==> src/rtl/dp_pkg.sv <==
`default_nettype none
// ============================================================================
//  Module      : dp_pkg (package)
//  Description : Shared definitions for the datapath countdown timer:
//                state codes, state enum and the default data width.
//  Ports       : none (package)
//  Config      : COUNTDOWN_AUTO_RELOAD_EN (used by countdown_timer)
//  Revision    : 1.0  initial release
// ============================================================================
package dp_pkg;

   localparam int DATAWIDTH_DEFAULT = 8;

   localparam logic [1:0] ST_IDLE = 2'd0;
   localparam logic [1:0] ST_RUN  = 2'd1;
   localparam logic [1:0] ST_DONE = 2'd2;

   // 2'b11 is deliberately left unnamed; the FSM recovers from it to IDLE.
   typedef enum logic [1:0] {
      S_IDLE = ST_IDLE,
      S_RUN  = ST_RUN,
      S_DONE = ST_DONE
   } state_t;

endpackage
`default_nettype wire

==> src/rtl/cnt_dec_unit.sv <==
`default_nettype none
// ============================================================================
//  Module      : cnt_dec_unit
//  Description : Combinational decrement unit for the countdown timer.
//                Produces q-1 and a flag that q is exactly 1 (last step).
//  Ports       : q     in   DATAWIDTH  current count
//                dec   out  DATAWIDTH  q - 1 (only meaningful for q != 0)
//                last  out  1          q == 1
//  Revision    : 1.0  initial release
// ============================================================================
module cnt_dec_unit
   import dp_pkg::*;
#(
   parameter int DATAWIDTH = DATAWIDTH_DEFAULT
) (
   input  logic [DATAWIDTH-1:0] q,
   output logic [DATAWIDTH-1:0] dec,
   output logic                 last
);

   localparam logic [DATAWIDTH-1:0] ONE = DATAWIDTH'(1);

   assign dec  = q - ONE;
   assign last = (q == ONE);

endmodule
`default_nettype wire

==> src/rtl/countdown_timer.sv <==
`default_nettype none
// ============================================================================
//  Module      : countdown_timer
//  Description : Loadable down-counter with valid/ready load handshake,
//                count enable, abort and a one-cycle registered done pulse.
//  Ports       : Clk       in   1          rising-edge clock
//                Rst       in   1          synchronous reset, active-high
//                ld_valid  in   1          start value offered
//                ld_data   in   DATAWIDTH  start value, unsigned
//                ld_ready  out  1          load accepted (IDLE only)
//                en        in   1          count enable (pauses RUN when 0)
//                abort     in   1          cancel the running count
//                q         out  DATAWIDTH  current count, registered
//                busy      out  1          count in progress (RUN)
//                done      out  1          one-cycle expiry pulse
//  Config      : `define COUNTDOWN_AUTO_RELOAD_EN to make the count repeat
//                from the last loaded value instead of stopping.
//  Revision    : 1.0  initial release
// ============================================================================
module countdown_timer
   import dp_pkg::*;
#(
   parameter int DATAWIDTH = DATAWIDTH_DEFAULT
) (
   input  logic                 Clk,
   input  logic                 Rst,
   input  logic                 ld_valid,
   input  logic [DATAWIDTH-1:0] ld_data,
   output logic                 ld_ready,
   input  logic                 en,
   input  logic                 abort,
   output logic [DATAWIDTH-1:0] q,
   output logic                 busy,
   output logic                 done
);

   localparam logic [DATAWIDTH-1:0] ZERO = '0;

   state_t               state;
   logic [DATAWIDTH-1:0] dec_val;
   logic                 last;

`ifdef COUNTDOWN_AUTO_RELOAD_EN
   logic [DATAWIDTH-1:0] reload;
`endif

   cnt_dec_unit #(
      .DATAWIDTH (DATAWIDTH)
   ) u_dec (
      .q    (q),
      .dec  (dec_val),
      .last (last)
   );

   // Outputs are registered alongside the state so each one reflects the
   // state being entered on this edge.
   always_ff @(posedge Clk) begin
      if (Rst) begin
         state    <= S_IDLE;
         q        <= ZERO;
         busy     <= 1'b0;
         done     <= 1'b0;
         ld_ready <= 1'b1;
`ifdef COUNTDOWN_AUTO_RELOAD_EN
         reload   <= ZERO;
`endif
      end else begin
         case (state)
            S_IDLE: begin
               // ld_ready is 1 throughout IDLE, so ld_valid alone completes
               // the handshake. en and abort have no effect here.
               if (ld_valid) begin
                  q <= ld_data;
`ifdef COUNTDOWN_AUTO_RELOAD_EN
                  reload <= ld_data;
`endif
                  ld_ready <= 1'b0;
                  if (ld_data == ZERO) begin
                     // Zero-length count still produces its done pulse.
                     state <= S_DONE;
                     busy  <= 1'b0;
                     done  <= 1'b1;
                  end else begin
                     state <= S_RUN;
                     busy  <= 1'b1;
                     done  <= 1'b0;
                  end
               end else begin
                  done <= 1'b0;
               end
            end

            S_RUN: begin
               if (abort) begin
                  // q keeps the value reached at the moment of the abort.
                  state    <= S_IDLE;
                  busy     <= 1'b0;
                  done     <= 1'b0;
                  ld_ready <= 1'b1;
               end else if (en && last) begin
`ifdef COUNTDOWN_AUTO_RELOAD_EN
                  // Restart from the captured load value without leaving RUN.
                  // reload is never 0 here: a zero load never enters RUN.
                  q    <= reload;
                  done <= 1'b1;
`else
                  q     <= ZERO;
                  state <= S_DONE;
                  busy  <= 1'b0;
                  done  <= 1'b1;
`endif
               end else if (en) begin
                  // last covers q==1 and RUN never holds q==0, so this
                  // decrement can never wrap.
                  q    <= dec_val;
                  done <= 1'b0;
               end else begin
                  done <= 1'b0;
               end
            end

            S_DONE: begin
               q        <= ZERO;
               state    <= S_IDLE;
               busy     <= 1'b0;
               done     <= 1'b0;
               ld_ready <= 1'b1;
            end

            default: begin
               // Unused encoding 2'b11.
               q        <= ZERO;
               state    <= S_IDLE;
               busy     <= 1'b0;
               done     <= 1'b0;
               ld_ready <= 1'b1;
            end
         endcase
      end
   end

endmodule
`default_nettype wire

==> config.mk <==
export PLATFORM = sky130hd
export DESIGN_NAME = countdown_timer
export DESIGN_NICKNAME = d
export VERILOG_FILES = /design/src/rtl/dp_pkg.sv /design/src/rtl/cnt_dec_unit.sv /design/src/rtl/countdown_timer.sv
export SDC_FILE = /design/constraint.sdc
export NUM_CORES = 1
export LEC_CHECK = 0
export BUFFER_PORTS_ARGS = -buffer_cell sky130_fd_sc_hd__buf_2
export CAP_MARGIN = 20
export CORE_MARGIN = 1
export CORE_UTILIZATION = 40
export DETAILED_ROUTE_END_ITERATION = 16
export MAX_ROUTING_LAYER = met4
export SYNTH_ARGS = -nofsm -noshare
export SYNTH_HDL_FRONTEND = slang
export SYNTH_SLANG_ARGS = --single-unit
==> constraint.sdc <==
create_clock -name Clk -period 2.65 [get_ports Clk]
set_clock_uncertainty 0.05 [all_clocks]
set_input_delay 0.3975 -clock Clk [delete_from_list [all_inputs] [get_ports Clk]]
set_output_delay 0.3975 -clock Clk [all_outputs]
set_load 0.01 [all_outputs]
==> metrics <==
status=finished clean; Yosys warnings=0; Pwr Density=540 mW/mm^2; crit path max fanout=23; share of cells above drive strength 1=0.242; worst vdd ir=338 uV; CORE AREA=slightly below 0.002 sq mm; Max-Cap Viols=0; placed insts=147; synthesized area=826 sq um; Synth Register Bits=13; Initial DRC Count=25; vias in the first global route=717; Critical R2R Launch=state[0]; post-DP HPWL=1.62 mm; period utilization=0.778; Rows=16; number of diodes=0; H-tree Lvls=1; CTS Buffer Depth=2; Mapped Nets=about 120; Synth cell types=36; register clock-pin slew on the reported worst setup and hold paths=0.08 ns; post_cts resized=0; Worst EP required=2.79 ns; Leakage Power=0.427 nW; first-pass iteration count of the detailed router=4; register area=260 sq um; unrepaired setup endpoints after global routing=no; total power draw=531 uW; setup TNS=0 ns; reg2reg setup slack=just under 0.6 ns; Clk Latency, worst-skew pair=0.28 ns; cts hold-fix bufs=0; # Post-CTS Setup Buffers=0; Mapped Cells=a little over 100; Die Width=47.4 microns; Antenna Nets Post-Route=0; CTS tree=done; overall die height=47.4 microns; Synth-to-Final Area Change=19.1%; most area-hungry cell type in the Yosys netlist=dfxtp_1; startpoint types=flop; total wire length=about 2.2 mm; hold path depth=2; syn avg cell area=8.18 sq um; gpl congestion=0.839; vias per cell=5.76; I/O Buffers=23; initial antenna violation count=0; r2r endpoint=q[3]; Hold WC Path Type=in2reg; Crit path arrival time=2.20 ns; Num CTS Buffers=3; Least-Margin Pin Slew=0.683 ns; Slew Limit Headroom=0.544; R2R cell count=4; Final Max Tran Viols=0; hold path endpoint=state[0]; clk root buf=clkbuf_4; Starting Density=0.425; Sink Count=13; Setup CP Type=reg2reg; DR vias=870; Nets=140; maximum number of pins on one net before global-route repair=24; fmax=485 MHz; IO Count=24; Global Route Usage Sum=0.222; Synth area leaders=dfxtp_1, a21oi_1, o21ai_0, nor2b_1, nor2_1; sequential area share after synthesis=0.315; Fin. Hold Viols=0; Tmin final=2.06 ns; Die Area=0.00225 sq mm; Setup crit end kind=flop; GRT overflow=0; Filler cells=201; post-synth top area share=0.315; DR WL/cell=14.3 microns; first-pass GRT wire length=between 3 and 4 mm; Setup violations, final=0; non-filler cells, final=151; beginning of the worst hold path=Rst; # DRC=0; area of the multi-input gates=~520 sq um
cells in the mapped netlist:
master / instances
a31oi_1: 1
nand2b_1: 4
nor4b_2: 1
dfxtp_1: 13
o41ai_1: 1
o21ai_0: 9
buf_2: 1
a21boi_0: 2
a2bb2oi_1: 1
and2b_1: 1
nor2_1: 8
nor2b_1: 6
and4bb_2: 1
nand3b_1: 2
a2111oi_2: 1
inv_1: 7
a41oi_1: 2
buf_1: 1
nor4_4: 1
or3_1: 2
nand2_1: 3
and4b_1: 1
a22oi_1: 1
clkbuf_1: 1
a211oi_1: 1
o2111ai_1: 1
a221oi_1: 1
o211a_1: 2
nor3_1: 3
and3b_1: 1
o21ai_1: 1
a21oi_1: 12
clkbuf_2: 1
o32ai_1: 3
or4_1: 2
ha_1: 2
report_power, final:
part / switching [mW] / total [mW] / internal (mW)
registers: 0.0290 / 0.242 / 0.213
clock network: 0.0697 / 0.128 / 0.0585
logic: 0.0892 / 0.161 / 0.0716
logic make-up after synthesis:
logic type | share of synthesized area
fa+ha+maj | 0.0303
simple gates | 0.286
compound gates | 0.315
buf+inv | 0.0530
flops | 0.315
worst max path at each step:
stage	startpoint	end	slack [ns]	depth (start not counted)
2_1_floorplan	q[1]	q[7]	0.91	7
3_3_place_gp	state[0]	q[5]	0.68	4
3_5_place_dp	state[0]	q[3]	0.64	4
4_1_cts	state[0]	q[3]	0.61	4
5_1_grt	state[0]	q[3]	0.34	4
6_report	state[0]	q[3]	0.59	4
cell type report:
type / instances / share of cell area
multi-input combinational: 77 / 0.531
sequential: 13 / 0.265
timing repair buffer: 23 / 0.117
tap: 27 / 0.0344
clock buffer: 4 / 0.0267
inverter: 7 / 0.0267
layer usage:
metal	vias to the layer above	GRT usage	wire [microns]	part of all wire
li1	429	-	-	-
met1	405	0.297	1030	0.48
met2	31	0.310	978	0.45
met3	5	0.0792	128	0.059
met4	0	0.0686	21	0.0097
met5	-	-	0	0
worst max-delay path: stages, from the launching register on:
cell and delay [ns]:
dfxtp_1 0.77, nor2b_1 0.24, nor3_1 0.56, a21oi_1 0.10, o32ai_1 0.25
registers in the layout, summed over array words and instances, names as in the netlist:
signal	cells
busy	1
q	8
done	1
ld_ready	1
state	2
layout by cell type, fill, tap and decap left out, types with 3 or more instances in the layout:
master / synthesis / final
nor2_1: 8 / 8
o32ai_1: 3 / 3
dfxtp_1: 13 / 13
clkbuf_4: 0 / 3
a21oi_1: 12 / 12
nor3_1: 3 / 3
o21ai_0: 9 / 9
buf_2: 1 / 23
nand2_1: 3 / 3
inv_1: 7 / 7
nand2b_1: 4 / 4
nor2b_1: 6 / 6
stage by stage:
step	hold slack (ns)	area, sq um	setup slack [ns]	utilization
after floorplan	0.452	826	0.910	-
after global placement	0.421	957	0.684	0.493
after detailed placement	0.427	957	0.642	0.493
after CTS	0.381	983	0.610	0.506
after global routing	0.396	983	0.344	0.506
final	0.381	983	0.588	0.506
(Power assumes the default switching activity.)
